### config.mk
export PLATFORM = sky130hd
export DESIGN_NAME = sata_command_fis_tx_flat
export DESIGN_NICKNAME = d
export VERILOG_FILES = /design/src/rtl/sata_command_fis_tx_if.sv /design/src/rtl/sata_command_fis_tx.sv /design/src/flat_wrapper.sv
export SDC_FILE = /design/constraint.sdc
export NUM_CORES = 1
export LEC_CHECK = 0
export BUFFER_PORTS_ARGS = -buffer_cell sky130_fd_sc_hd__buf_2
export CORE_ASPECT_RATIO = 1.1
export CORE_MARGIN = 2
export CORE_UTILIZATION = 35
export CTS_BUF_LIST = sky130_fd_sc_hd__clkbuf_8
export DETAILED_ROUTE_END_ITERATION = 10
export GPL_ROUTABILITY_DRIVEN = 0
export HOLD_SLACK_MARGIN = 0.06
export PLACE_DENSITY_LB_ADDON = 0.12
export SKIP_CTS_REPAIR_TIMING = 1
export SYNTH_ARGS = -nofsm -noshare
export SYNTH_HDL_FRONTEND = slang
export SYNTH_SLANG_ARGS = --single-unit
### constraint.sdc
create_clock -name clk -period 2 [get_ports clk]
set_input_delay 0.3 -clock clk [delete_from_list [all_inputs] [get_ports clk]]
set_output_delay 0.3 -clock clk [all_outputs]
set_load 0.02 [all_outputs]
### src/rtl/sata_command_fis_tx_if.sv
// FIS dword stream from the command FIS builder to the SATA transport layer.
// The master drives one dword per transfer, marking the first and last dwords.
interface sata_command_fis_tx_if;
  logic [31:0] fis_data;
  logic        fis_valid;
  logic        fis_first;
  logic        fis_last;
  logic        fis_ready;

  modport master (output fis_data, output fis_valid, output fis_first,
                  output fis_last, input fis_ready);
  modport slave  (input fis_data, input fis_valid, input fis_first,
                  input fis_last, output fis_ready);
endinterface

### src/rtl/sata_command_fis_tx.sv
// Builds and sends a Register Host-to-Device FIS for each launched command.
// Retries on transport error, then waits for the final D2H status or a timeout.
module sata_command_fis_tx #(
  parameter logic [7:0]  DEVICE_REG     = 8'h40,
  parameter int unsigned MAX_RETRIES    = 3,
  parameter logic [31:0] TIMEOUT_CYCLES = 32'd100000000
) (
  input  logic                         clk,
  input  logic                         rst,
  input  logic [7:0]                   sata_command,
  input  logic                         sata_execute_command_stb,
  input  logic [47:0]                  sata_lba,
  input  logic [15:0]                  sata_sector_count,
  output logic                         sata_busy,
  sata_command_fis_tx_if.master        fis,
  input  logic                         tx_ok,
  input  logic                         tx_err,
  input  logic                         d2h_stb,
  input  logic [7:0]                   d2h_status,
  input  logic [7:0]                   d2h_error,
  output logic                         cmd_done,
  output logic                         cmd_error,
  output logic                         cmd_timeout,
  output logic [7:0]                   cmd_status,
  output logic [7:0]                   cmd_error_reg
);

  localparam int RW = (MAX_RETRIES < 1) ? 1 : $clog2(MAX_RETRIES + 1);
  localparam logic [RW-1:0] MAX_R = RW'(MAX_RETRIES);

  typedef enum logic [2:0] {IDLE, SEND, WAIT_ACK, WAIT_D2H, DONE} state_e;

  state_e        state_q, state_d;
  logic [2:0]    idx_q, idx_d;
  logic [RW-1:0] retry_q, retry_d;
  logic [31:0]   timer_q, timer_d;
  logic [7:0]    cmd_q, cmd_d;
  logic [47:0]   lba_q, lba_d;
  logic [15:0]   cnt_q, cnt_d;
  logic [7:0]    status_q, status_d;
  logic [7:0]    errreg_q, errreg_d;
  logic          err_q, err_d;
  logic          tmo_q, tmo_d;

  // NOTE: non-blocking assignments so every register updates from the same
  // pre-edge values. The payload registers are reset with the control state
  // so nothing depends on X-propagation after reset.
  always_ff @(posedge clk or negedge rst) begin
    if (!rst) begin
      state_q  <= IDLE;
      idx_q    <= '0;
      retry_q  <= '0;
      timer_q  <= '0;
      cmd_q    <= '0;
      lba_q    <= '0;
      cnt_q    <= '0;
      status_q <= '0;
      errreg_q <= '0;
      err_q    <= 1'b0;
      tmo_q    <= 1'b0;
    end else begin
      state_q  <= state_d;
      idx_q    <= idx_d;
      retry_q  <= retry_d;
      timer_q  <= timer_d;
      cmd_q    <= cmd_d;
      lba_q    <= lba_d;
      cnt_q    <= cnt_d;
      status_q <= status_d;
      errreg_q <= errreg_d;
      err_q    <= err_d;
      tmo_q    <= tmo_d;
    end
  end

  // NOTE: every variable gets a default first so no latch is inferred.
  always_comb begin
    state_d  = state_q;
    idx_d    = idx_q;
    retry_d  = retry_q;
    timer_d  = timer_q;
    cmd_d    = cmd_q;
    lba_d    = lba_q;
    cnt_d    = cnt_q;
    status_d = status_q;
    errreg_d = errreg_q;
    err_d    = err_q;
    tmo_d    = tmo_q;
    unique case (state_q)
      IDLE: begin
        if (sata_execute_command_stb) begin
          cmd_d   = sata_command;
          lba_d   = sata_lba;
          cnt_d   = sata_sector_count;
          idx_d   = '0;
          err_d   = 1'b0;
          tmo_d   = 1'b0;
          state_d = SEND;
        end
      end
      SEND: begin
        if (fis.fis_ready) begin
          if (idx_q == 3'd4) begin
            idx_d   = '0;
            state_d = WAIT_ACK;
          end else begin
            idx_d = idx_q + 3'd1;
          end
        end
      end
      WAIT_ACK: begin
        // tx_err takes priority over a coincident tx_ok.
        if (tx_err) begin
          if (retry_q < MAX_R) begin
            retry_d = retry_q + RW'(1);
            state_d = SEND;
          end else begin
            err_d   = 1'b1;
            state_d = DONE;
          end
        end else if (tx_ok) begin
          timer_d = '0;
          state_d = WAIT_D2H;
        end
      end
      WAIT_D2H: begin
        timer_d = timer_q + 32'd1;
        if (d2h_stb) begin
          status_d = d2h_status;
          errreg_d = d2h_error;
        end
        // A final (BSY=0) D2H beats a coincident timeout; a BSY=1 one does not.
        if (d2h_stb && !d2h_status[7]) begin
          err_d   = d2h_status[0];
          state_d = DONE;
        end else if (timer_q == TIMEOUT_CYCLES - 32'd1) begin
          err_d   = 1'b1;
          tmo_d   = 1'b1;
          state_d = DONE;
        end
      end
      DONE: begin
        retry_d = '0;
        state_d = IDLE;
      end
      default: state_d = IDLE;
    endcase
  end

  always_comb begin
    sata_busy     = (state_q == SEND) || (state_q == WAIT_ACK) || (state_q == WAIT_D2H);
    fis.fis_valid = (state_q == SEND);
    fis.fis_first = fis.fis_valid && (idx_q == 3'd0);
    fis.fis_last  = fis.fis_valid && (idx_q == 3'd4);
    fis.fis_data  = '0;
    if (fis.fis_valid) begin
      unique case (idx_q)
        3'd0:    fis.fis_data = {8'h00, cmd_q, 8'h80, 8'h27};
        3'd1:    fis.fis_data = {DEVICE_REG, lba_q[23:0]};
        3'd2:    fis.fis_data = {8'h00, lba_q[47:24]};
        3'd3:    fis.fis_data = {16'h0000, cnt_q};
        default: fis.fis_data = '0;
      endcase
    end
    cmd_done    = (state_q == DONE);
    cmd_error   = cmd_done && err_q;
    cmd_timeout = cmd_done && tmo_q;
  end

  assign cmd_status    = status_q;
  assign cmd_error_reg = errreg_q;

endmodule
### src/flat_wrapper.sv
// flat-port wrapper written by rule: the top's interface ports become plain ports
module sata_command_fis_tx_flat 
#(
  parameter logic [7:0]  DEVICE_REG     = 8'h40,
  parameter int unsigned MAX_RETRIES    = 3,
  parameter logic [31:0] TIMEOUT_CYCLES = 32'd100000000
)
  (clk, rst, sata_command, sata_execute_command_stb, sata_lba, sata_sector_count, sata_busy, tx_ok, tx_err, d2h_stb, d2h_status, d2h_error, cmd_done, cmd_error, cmd_timeout, cmd_status, cmd_error_reg, fis_fis_data, fis_fis_valid, fis_fis_first, fis_fis_last, fis_fis_ready);
  sata_command_fis_tx_if fis_i ();
  input  logic clk;
  input  logic rst;
  input  logic [7:0] sata_command;
  input  logic sata_execute_command_stb;
  input  logic [47:0] sata_lba;
  input  logic [15:0] sata_sector_count;
  output logic sata_busy;
  input  logic tx_ok;
  input  logic tx_err;
  input  logic d2h_stb;
  input  logic [7:0] d2h_status;
  input  logic [7:0] d2h_error;
  output logic cmd_done;
  output logic cmd_error;
  output logic cmd_timeout;
  output logic [7:0] cmd_status;
  output logic [7:0] cmd_error_reg;
  output wire logic [$bits(fis_i.fis_data)-1:0] fis_fis_data;
  output wire logic [$bits(fis_i.fis_valid)-1:0] fis_fis_valid;
  output wire logic [$bits(fis_i.fis_first)-1:0] fis_fis_first;
  output wire logic [$bits(fis_i.fis_last)-1:0] fis_fis_last;
  input wire logic [$bits(fis_i.fis_ready)-1:0] fis_fis_ready;
  assign fis_fis_data = fis_i.fis_data;
  assign fis_fis_valid = fis_i.fis_valid;
  assign fis_fis_first = fis_i.fis_first;
  assign fis_fis_last = fis_i.fis_last;
  assign fis_i.fis_ready = fis_fis_ready;
  sata_command_fis_tx #(.DEVICE_REG(DEVICE_REG), .MAX_RETRIES(MAX_RETRIES), .TIMEOUT_CYCLES(TIMEOUT_CYCLES)) u_core (.clk(clk), .rst(rst), .sata_command(sata_command), .sata_execute_command_stb(sata_execute_command_stb), .sata_lba(sata_lba), .sata_sector_count(sata_sector_count), .sata_busy(sata_busy), .fis(fis_i), .tx_ok(tx_ok), .tx_err(tx_err), .d2h_stb(d2h_stb), .d2h_status(d2h_status), .d2h_error(d2h_error), .cmd_done(cmd_done), .cmd_error(cmd_error), .cmd_timeout(cmd_timeout), .cmd_status(cmd_status), .cmd_error_reg(cmd_error_reg));
endmodule
# Yosys cells after proc, flatten, opt, wreduce, memory -nomap -nowiden
# Cells that the tools add are included.
# word_totals
regBits	130
latch_bits	0
ram_bits	0
romBits	0
in_bits	95
output_inout_bits	55
elab_cells	88
memories	0
# classes
addsub	3
n_mul	0
div	0
magnitude_cmp	1
eq_ne	21
n_shift	0
muxes	29
n_bitwise	0
reduce_logical	23
# op_table
operator	count
case mux 31 bit (4 select lines)	1
2-to-1 mux 32 bit	2
case mux 32 bit (2 select lines)	1
2-to-1 mux 3 bit	11
adder 32 x 1 -> 32 bit (second input constant)	1
== test 32 x 27 -> 1 bit (second input constant)	1
2-to-1 mux 31 bit	1
== test 3 x 2 -> 1 bit (second input constant)	4
!= test 2 bit (second input constant)	6
case mux 3 bit (4 select lines)	1
AND reduction 5 bit	2
AND reduction 3 bit	3
!= test 2 x 1 -> 1 bit (second input constant)	4
nonzero test 2 bit	4
== test 3 x 1 -> 1 bit (second input constant)	2
== test 3 bit (second input constant)	2
logical NOT 3 bit	2
2-to-1 mux 1 bit	6
case mux 3 bit (2 select lines)	1
logical AND 1 bit	5
2-to-1 mux 2 bit	2
case mux 2 bit (2 select lines)	1
AND reduction 2 bit	2
AND reduction 4 bit	1
other kinds (10)	11

# Longest topological paths before layout
# Gate-level depths: netlist of run 1.
# logic_depth
depth_word	4
ltp_mapped	7
mapped_depth_nobuf	7

# Least setup slack after synthesis of run 1
# OpenSTA, ideal clock, no wires.
# synth_timing
kind	register -> output
startpoint	register u_core.state_q[0]
endpoint	output fis_fis_data[15]
arrival_ps	1910
required_ps	1700
slack_ps	-210
stages_incl_launch_ff	8
path_buffers	3
cell_sequence	dfrtp_1 > buf_4 > inv_2 > buf_2 > nor3_2 > o41ai_2 > clkbuf_1 > a21oi_1
# synth_between
elab_chain_len	2
# synth_lines
item	line_no	rtl
from (decl)	sata_command_fis_tx.sv:33	state_e state_q, state_d;
from (signal assigned)	sata_command_fis_tx.sv:62	state_q <= state_d;
== test 3 x 1 -> 1 bit	sata_command_fis_tx.sv:152	fis.fis_valid = (state_q == SEND);
named net fis_fis_valid	flat_wrapper.sv:28	output wire logic [$bits(fis_i.fis_valid)-1:0] fis_fis_valid;
2-to-1 mux 31 bit	sata_command_fis_tx.sv:156	if (fis.fis_valid) begin
to (decl)	flat_wrapper.sv:27	output wire logic [$bits(fis_i.fis_data)-1:0] fis_fis_data;
# The timed path passes the listed nets, and every way through them passes these cells.

# Worst setup path in the final report of run 1
# layout_timing
startpoint	register u_core.idx_q[1]
endpoint	output fis_fis_data[15]
# layout_between
elab_chain_len	3
elab_cells_between_ends	6
classes_between	eq/ne (3); mux (2); reduce/logical (1)
# layout_lines
item	line_no	rtl
from (decl)	sata_command_fis_tx.sv:34	logic [2:0] idx_q, idx_d;
from (signal assigned)	sata_command_fis_tx.sv:63	idx_q <= idx_d;
== test 3 x 2 -> 1 bit, or another cell as far along	sata_command_fis_tx.sv:157	unique case (idx_q)
case mux 31 bit (4 select lines) (*)	sata_command_fis_tx.sv:157	
2-to-1 mux 31 bit (*)	sata_command_fis_tx.sv:156	
# Mark *: on every way between the ends. The rest lies on a longest branch, timed or not.

==> impl_metrics.json, run 1 <==
{
  "outcome": "finished with violations",
  "violations": "setup timing",
  "critPathMaxFanout": 6,
  "fmax_ghz": 0.411,
  "skew_ps": 9.94,
  "design.core.area_um2": 17500,
  "path_clk_slew_ps": 80,
  "vias": 4992,
  "drc": 0,
  "worstSetupStartpointType": "register",
  "peakVddDrop_mv": 0.826,
  "grt_antenna_before_repair": 1,
  "critPathArrivalTime_ps": 2130,
  "numCtsBuffers": 17,
  "largest_reg_flops": 48,
  "synth_area_per_cell_um2": 11.6,
  "cp.required_ps": 1700,
  "min_period_ps": 2430,
  "finish.utilization": 0.494,
  "fp.dieH_um": 144,
  "fin_cells": 1001,
  "dp.cells": 926,
  "grtUsageTotal": 0.169,
  "area_delta_synth_final_pct": 39.5,
  "critical_path_buf_inv_count": 4,
  "ys_async_sr_fraction": 1.00,
  "root_buffer": "clkbuf_8",
  "synth_edf_count": 0,
  "rsz0062_at_grt": "yes",
  "via_per_inst": 4.99,
  "port_buffers": 142,
  "grt_pass1_vias": 4933,
  "yosysSeqAreaShare": 0.523,
  "setup_viol": 26,
  "end_kind": "output pin",
  "routed_wl_mm": 15.9,
  "synth_cells": 536,
  "pin_count": 150,
  "grt_max_degree": 82,
  "reg_top3": "u_core.lba_q: 48 flops, u_core.timer_q: 32 flops, u_core.cnt_q: 16 flops",
  "hold_viol": 0,
  "path_cells": "inv_2 -> ha_4 -> nor2b_4 -> o41ai_4 -> buf_6 -> clkbuf_16 -> a21oi_2 -> buf_2",
  "cts_sinks": 130,
  "cts_tree": "done",
  "max_cap_viol_count": 0,
  "critPathTopFamily": "buffers and inverters",
  "rows": 51,
  "cts_buffer_depth": 2,
  "drv_slew": 0,
  "hp-class": "input port to register",
  "criticalPathCategory": "register to output pin",
  "slowest_stage": "dfrtp_2",
  "insertion_delay_ps": 440,
  "initial_core_util": 0.354,
  "p_per_area_nw_per_um2": 1480,
  "worst_slack_ps": -432,
  "final_layout_size_suffix_gt1_frac": 0.483,
  "drt_iter0_drc": 253,
  "firstDrtPassIters": 5,
  "fin_nets": 851,
  "synth_cell_types": 55,
  "fin_crit_sh": 1.22,
  "grt_remaining_overflow": 0,
  "synth_top_flop_cell": "dfrtp_1",
  "dp_hpwl_mm": 11.0,
  "post_drt_wl_per_cell_um": 15.9,
  "post-place-ws_ps": -35.5,
  "largest_register": "u_core.lba_q",
  "h-tree-depth": 4,
  "ant_nets": 0,
  "power_leakage_nw": 3.89,
  "cp_slowest_stage_delay_ps": 420,
  "yosys_warnings": 0,
  "hold_ws_ps": 82.5,
  "die-area_um2": 18800,
  "die_x_um": 131,
  "ys_ff_latch": 130,
  "syn_area_um2": 6220,
  "grt_pass1_wl_mm": 24.6
}
[power breakdown]
group	switching, W	internal, W
sequential	0.000738	0.00375
combinational	0.00291	0.00302
clock	0.00108	0.00134
total	0.00473	0.00810
[synthesized netlist by cell type (2+ instances only)]
cell type / instances / area [um2]
and4_1: 2 / 17.5
nor4_1: 4 / 25.0
nor3_1: 5 / 25.0
nor2b_1: 4 / 25.0
o31ai_1: 2 / 15.0
a211oi_4: 2 / 40.0
a222oi_1: 11 / 110
a22oi_1: 8 / 60.1
dfrtp_1: 130 / 3250
nand2_1: 33 / 124
nand4_1: 10 / 62.6
nor2_1: 46 / 173
and3_1: 5 / 31.3
buf_2: 13 / 65.1
a221oi_1: 5 / 43.8
inv_1: 9 / 33.8
xor2_1: 20 / 175
ha_1: 7 / 87.6
a21oi_1: 24 / 120
nor4b_1: 4 / 35.0
o21ai_0: 16 / 80.1
buf_4: 8 / 60.1
and2_1: 4 / 25.0
clkbuf_1: 14 / 52.6
a22o_1: 3 / 26.3
mux2_2: 88 / 991
xnor2_1: 4 / 35.0
a31oi_1: 2 / 12.5
nand3_1: 21 / 105
or3_1: 7 / 43.8
[metal layers]
metal,vias up,share of wire,routed length [um],global-route usage
met1,2472,0.43,6910,0.214
met3,15,0.068,1080,0.0611
li1,2360,-,-,-
met4,0,0.013,201,0.0582
met5,-,0,0,0
met2,145,0.49,7750,0.265
[cells in the final DEF (no fill, tap or decap), types with 10 or more instances in the layout]
cell and instances:
a21oi_1 12, a21oi_2 11, a222oi_1 11, buf_12 10
buf_2 123, buf_4 40, buf_6 20, clkbuf_8 20
dfrtp_1 127, dlygate4sd3_1 29, mux2_2 88, nand2_1 33
nand3_1 21, nand4_1 10, nor2_1 35, nor2_2 11
o21ai_0 16, xor2_1 20
[final timing paths]
path                                    startpoint                       to  slack (ps)  depth (start not counted)
setup / recovery                   u_core.idx_q[1]         fis_fis_data[15]        -430                          8
setup reg to reg                 u_core.state_q[0]         u_core.lba_q[41]         100                          5
hold reg to reg            u_core.cmd_error_reg[6]  u_core.cmd_error_reg[6]         500                          1
min in group asynchronous                      rst  u_core.cmd_error_reg[7]         400                          3
hold / removal                        sata_lba[34]         u_core.lba_q[34]          80                          2
max in group asynchronous                      rst          u_core.cnt_q[5]        1180                          3
[metrics by stage]
step | power (W) | cell area (um2) | TNS, ps
5_1_grt | 0.0137 | 8670 | -12870
4_1_cts | 0.0121 | 7990 | -13390
3_5_place_dp | 0.00962 | 7560 | -318
6_report | 0.0128 | 8670 | -10020
3_3_place_gp | 0.00950 | 7560 | 0
2_1_floorplan | 0.00778 | 6320 | -328
[final cells by class]
| type | instances | area [um2] |
|---|---|---|
| tap | 238 | 298 |
| sequential | 130 | 3260 |
| clock inverter | 12 | 156 |
| antenna | 1 | 2.50 |
| fill | 1622 | 8880 |
| clock buffer | 20 | 275 |
| inverter | 10 | 42.5 |
| multi-input combinational | 366 | 2960 |
| timing repair buffer | 224 | 1680 |
[worst reg2reg max path: stages, from the launching register on]
cell and delay, ps:
dfrtp_2 450, buf_4 150, nor4b_2 320, buf_4 260, buf_12 220, mux2_2 380
[cell families (layout without fill, tap and decap cells)]
logic type	count (synthesis)	in the layout	synth area share
flops	130	130	0.523
other cells	1	8	0.000603
fa+ha+maj	7	7	0.0141
mux	89	89	0.161
xor+xnor	24	24	0.0338
compound gates	81	81	0.0954
buf+inv	46	266	0.0364
simple gates	158	158	0.135
(Power assumes the default switching activity.)
==> run 2, diff against run 1 <==
==> constraint.sdc (replaced) <==
create_clock -name clk -period 2 [get_ports clk]
set_input_delay 0.3 -clock clk [delete_from_list [all_inputs] [get_ports clk]]
set_output_delay 0.3 -clock clk [all_outputs]
set_load 0.01 [all_outputs]
==> run 2 against run 1 <==
The flow still finishes with violations (setup timing); die area did not move; non-clock buffer count rose by 46; cell area rose by 3.8%; hold slack barely moved; sequential share of layout area fell by 1.3 points; sequential cell count did not move; power fell by 5.1%; critical path depth did not move; routed wire length rose by 3.8%; critical endpoint is now fis_fis_data[0]; largest power group unchanged.
==> impl_metrics.json, run 2 (same netlist as run 1, synthesis figures left out) <==
{
  "cp.required_ps": 1700,
  "min_from": "d2h_status[6]",
  "ff2ff_path_depth": 8,
  "grt_pass1_vias": 4910,
  "largest_reg_flops": 48,
  "swShare": 0.354,
  "vias": 5107,
  "peakVddDrop_mv": 0.702,
  "reg_top3": "u_core.lba_q: 48 flops, u_core.timer_q: 32 flops, u_core.cnt_q: 16 flops",
  "diodes": 0,
  "firstDrtPassIters": 4,
  "worst_slack_ps": -515,
  "numCtsBuffers": 17,
  "power_leakage_nw": 4.06,
  "post_drt_wl_per_cell_um": 15.8,
  "criticalPathCategory": "register to output pin",
  "finalPower_w": 0.0122,
  "via_per_inst": 4.88,
  "grt_antenna_before_repair": 0,
  "h-tree-depth": 4,
  "p_int_w": 0.00787,
  "critPathArrivalTime_ps": 2210,
  "drt_iter0_drc": 252,
  "final_cell_mix": "buf_2 (140), dfrtp_1 (125), mux2_2 (88)",
  "design.core.area_um2": 17500,
  "die-area_um2": 18800,
  "num-fill-cells": 1595,
  "cts_tree": "done",
  "setup_tns_ps": -10670,
  "grt_max_degree": 46,
  "fp.dieH_um": 144,
  "whs_endpoint": "u_core.cmd_status[6]",
  "insertion_delay_ps": 450,
  "die_x_um": 131,
  "cts_buffer_depth": 2,
  "grt_remaining_overflow": 0,
  "multiInputGateArea_um2": 2910,
  "fin_crit_sh": 1.26,
  "hp-class": "input port to register",
  "grtUsageTotal": 0.170,
  "grt_pass1_wl_mm": 24.7,
  "setup_viol": 26,
  "dp.cells": 921,
  "p_sw_w": 0.00431,
  "worstReg2RegStart": "u_core.state_q[0]",
  "rsz0062_at_grt": "yes",
  "critPathMaxFanout": 5,
  "max_cap_viol_count": 0,
  "final_layout_size_suffix_gt1_frac": 0.433,
  "port_buffers": 142,
  "dp_hpwl_mm": 11.0,
  "ant_nets": 0,
  "finish.utilization": 0.513,
  "area_delta_synth_final_pct": 44.7,
  "hold_viol": 0,
  "seq_area_um2": 3260,
  "outcome": "finished with violations",
  "p_per_area_nw_per_um2": 1350,
  "cts_sinks": 130,
  "pwr-share-seq": 0.372,
  "min_period_ps": 2510,
  "end_kind": "output pin",
  "worstSetupStartpointType": "register",
  "fin_nets": 897,
  "r2r-end": "u_core.state_q[0]",
  "pin_count": 150,
  "pwr-share-clk": 0.196,
  "routed_wl_mm": 16.5,
  "fin_cells": 1046,
  "skew_ps": 14.4,
  "path_clk_slew_ps": 80,
  "initial_core_util": 0.354,
  "largest_register": "u_core.lba_q",
  "rrSetupSlack_ps": 120,
  "holdPathStages": 2,
  "root_buffer": "clkbuf_8",
  "drc": 0,
  "final_common_cell": "buf_2",
  "drv_slew": 0,
  "power_frac_comb": 0.432,
  "fmax_ghz": 0.398,
  "violations": "setup timing",
  "rows": 51
}
## run 2: critical path, stage by stage (launching register included)
cell       delay (ps)
dfrtp_2           440
inv_2              70
ha_2              160
nor2b_4           140
o41ai_4           400
buf_4             220
clkbuf_16         140
a21oi_1            40
buf_2             160
## run 2: area by class of cell
class                      instances  share of cell area
clock buffer                      18              0.0275
sequential                       130               0.362
multi-input combinational        366               0.323
clock inverter                    14              0.0185
inverter                          10             0.00542
timing repair buffer             270               0.230
tap                              238              0.0331
## run 2: power groups by stage
stage               Clock (W)  Combinational (W)  Sequential [W]
floorplan                   0            0.00291         0.00437
global placement            0            0.00446         0.00448
detailed placement          0            0.00453         0.00452
CTS                   0.00245            0.00454         0.00448
global route          0.00261            0.00573         0.00468
finish                0.00238            0.00526         0.00453
## run 2: stage by stage
stage	area [um2]	hold WS (ps)	setup WS (ps)
CTS	7870	-342	-537
floorplan	6260	4.41	10.6
finish	9000	82.6	-515
detailed placement	7460	154	-31.6
global placement	7460	155	-28.1
global route	9000	61.1	-616
## run 2: how the worst max path moves through the flow
stage | from | endpoint | slack (ps) | cells past startpoint
2_1_floorplan | u_core.idx_q[0] | fis_fis_data[20] | 10 | 6
3_5_place_dp | u_core.idx_q[0] | fis_fis_data[2] | -30 | 6
3_3_place_gp | u_core.idx_q[1] | fis_fis_data[0] | -30 | 6
6_report | u_core.idx_q[1] | fis_fis_data[0] | -510 | 8
5_1_grt | u_core.idx_q[1] | fis_fis_data[0] | -620 | 8
4_1_cts | u_core.idx_q[0] | fis_fis_data[2] | -540 | 6
## run 2: routing by layer
metal	GRT usage	vias to the layer above	share of wire	wire length [um]
li1	-	2448	-	-
met1	0.222	2503	0.44	7320
met2	0.262	142	0.49	8180
met3	0.0629	14	0.051	846
met4	0.0521	0	0.012	197
met5	0	-	0	0
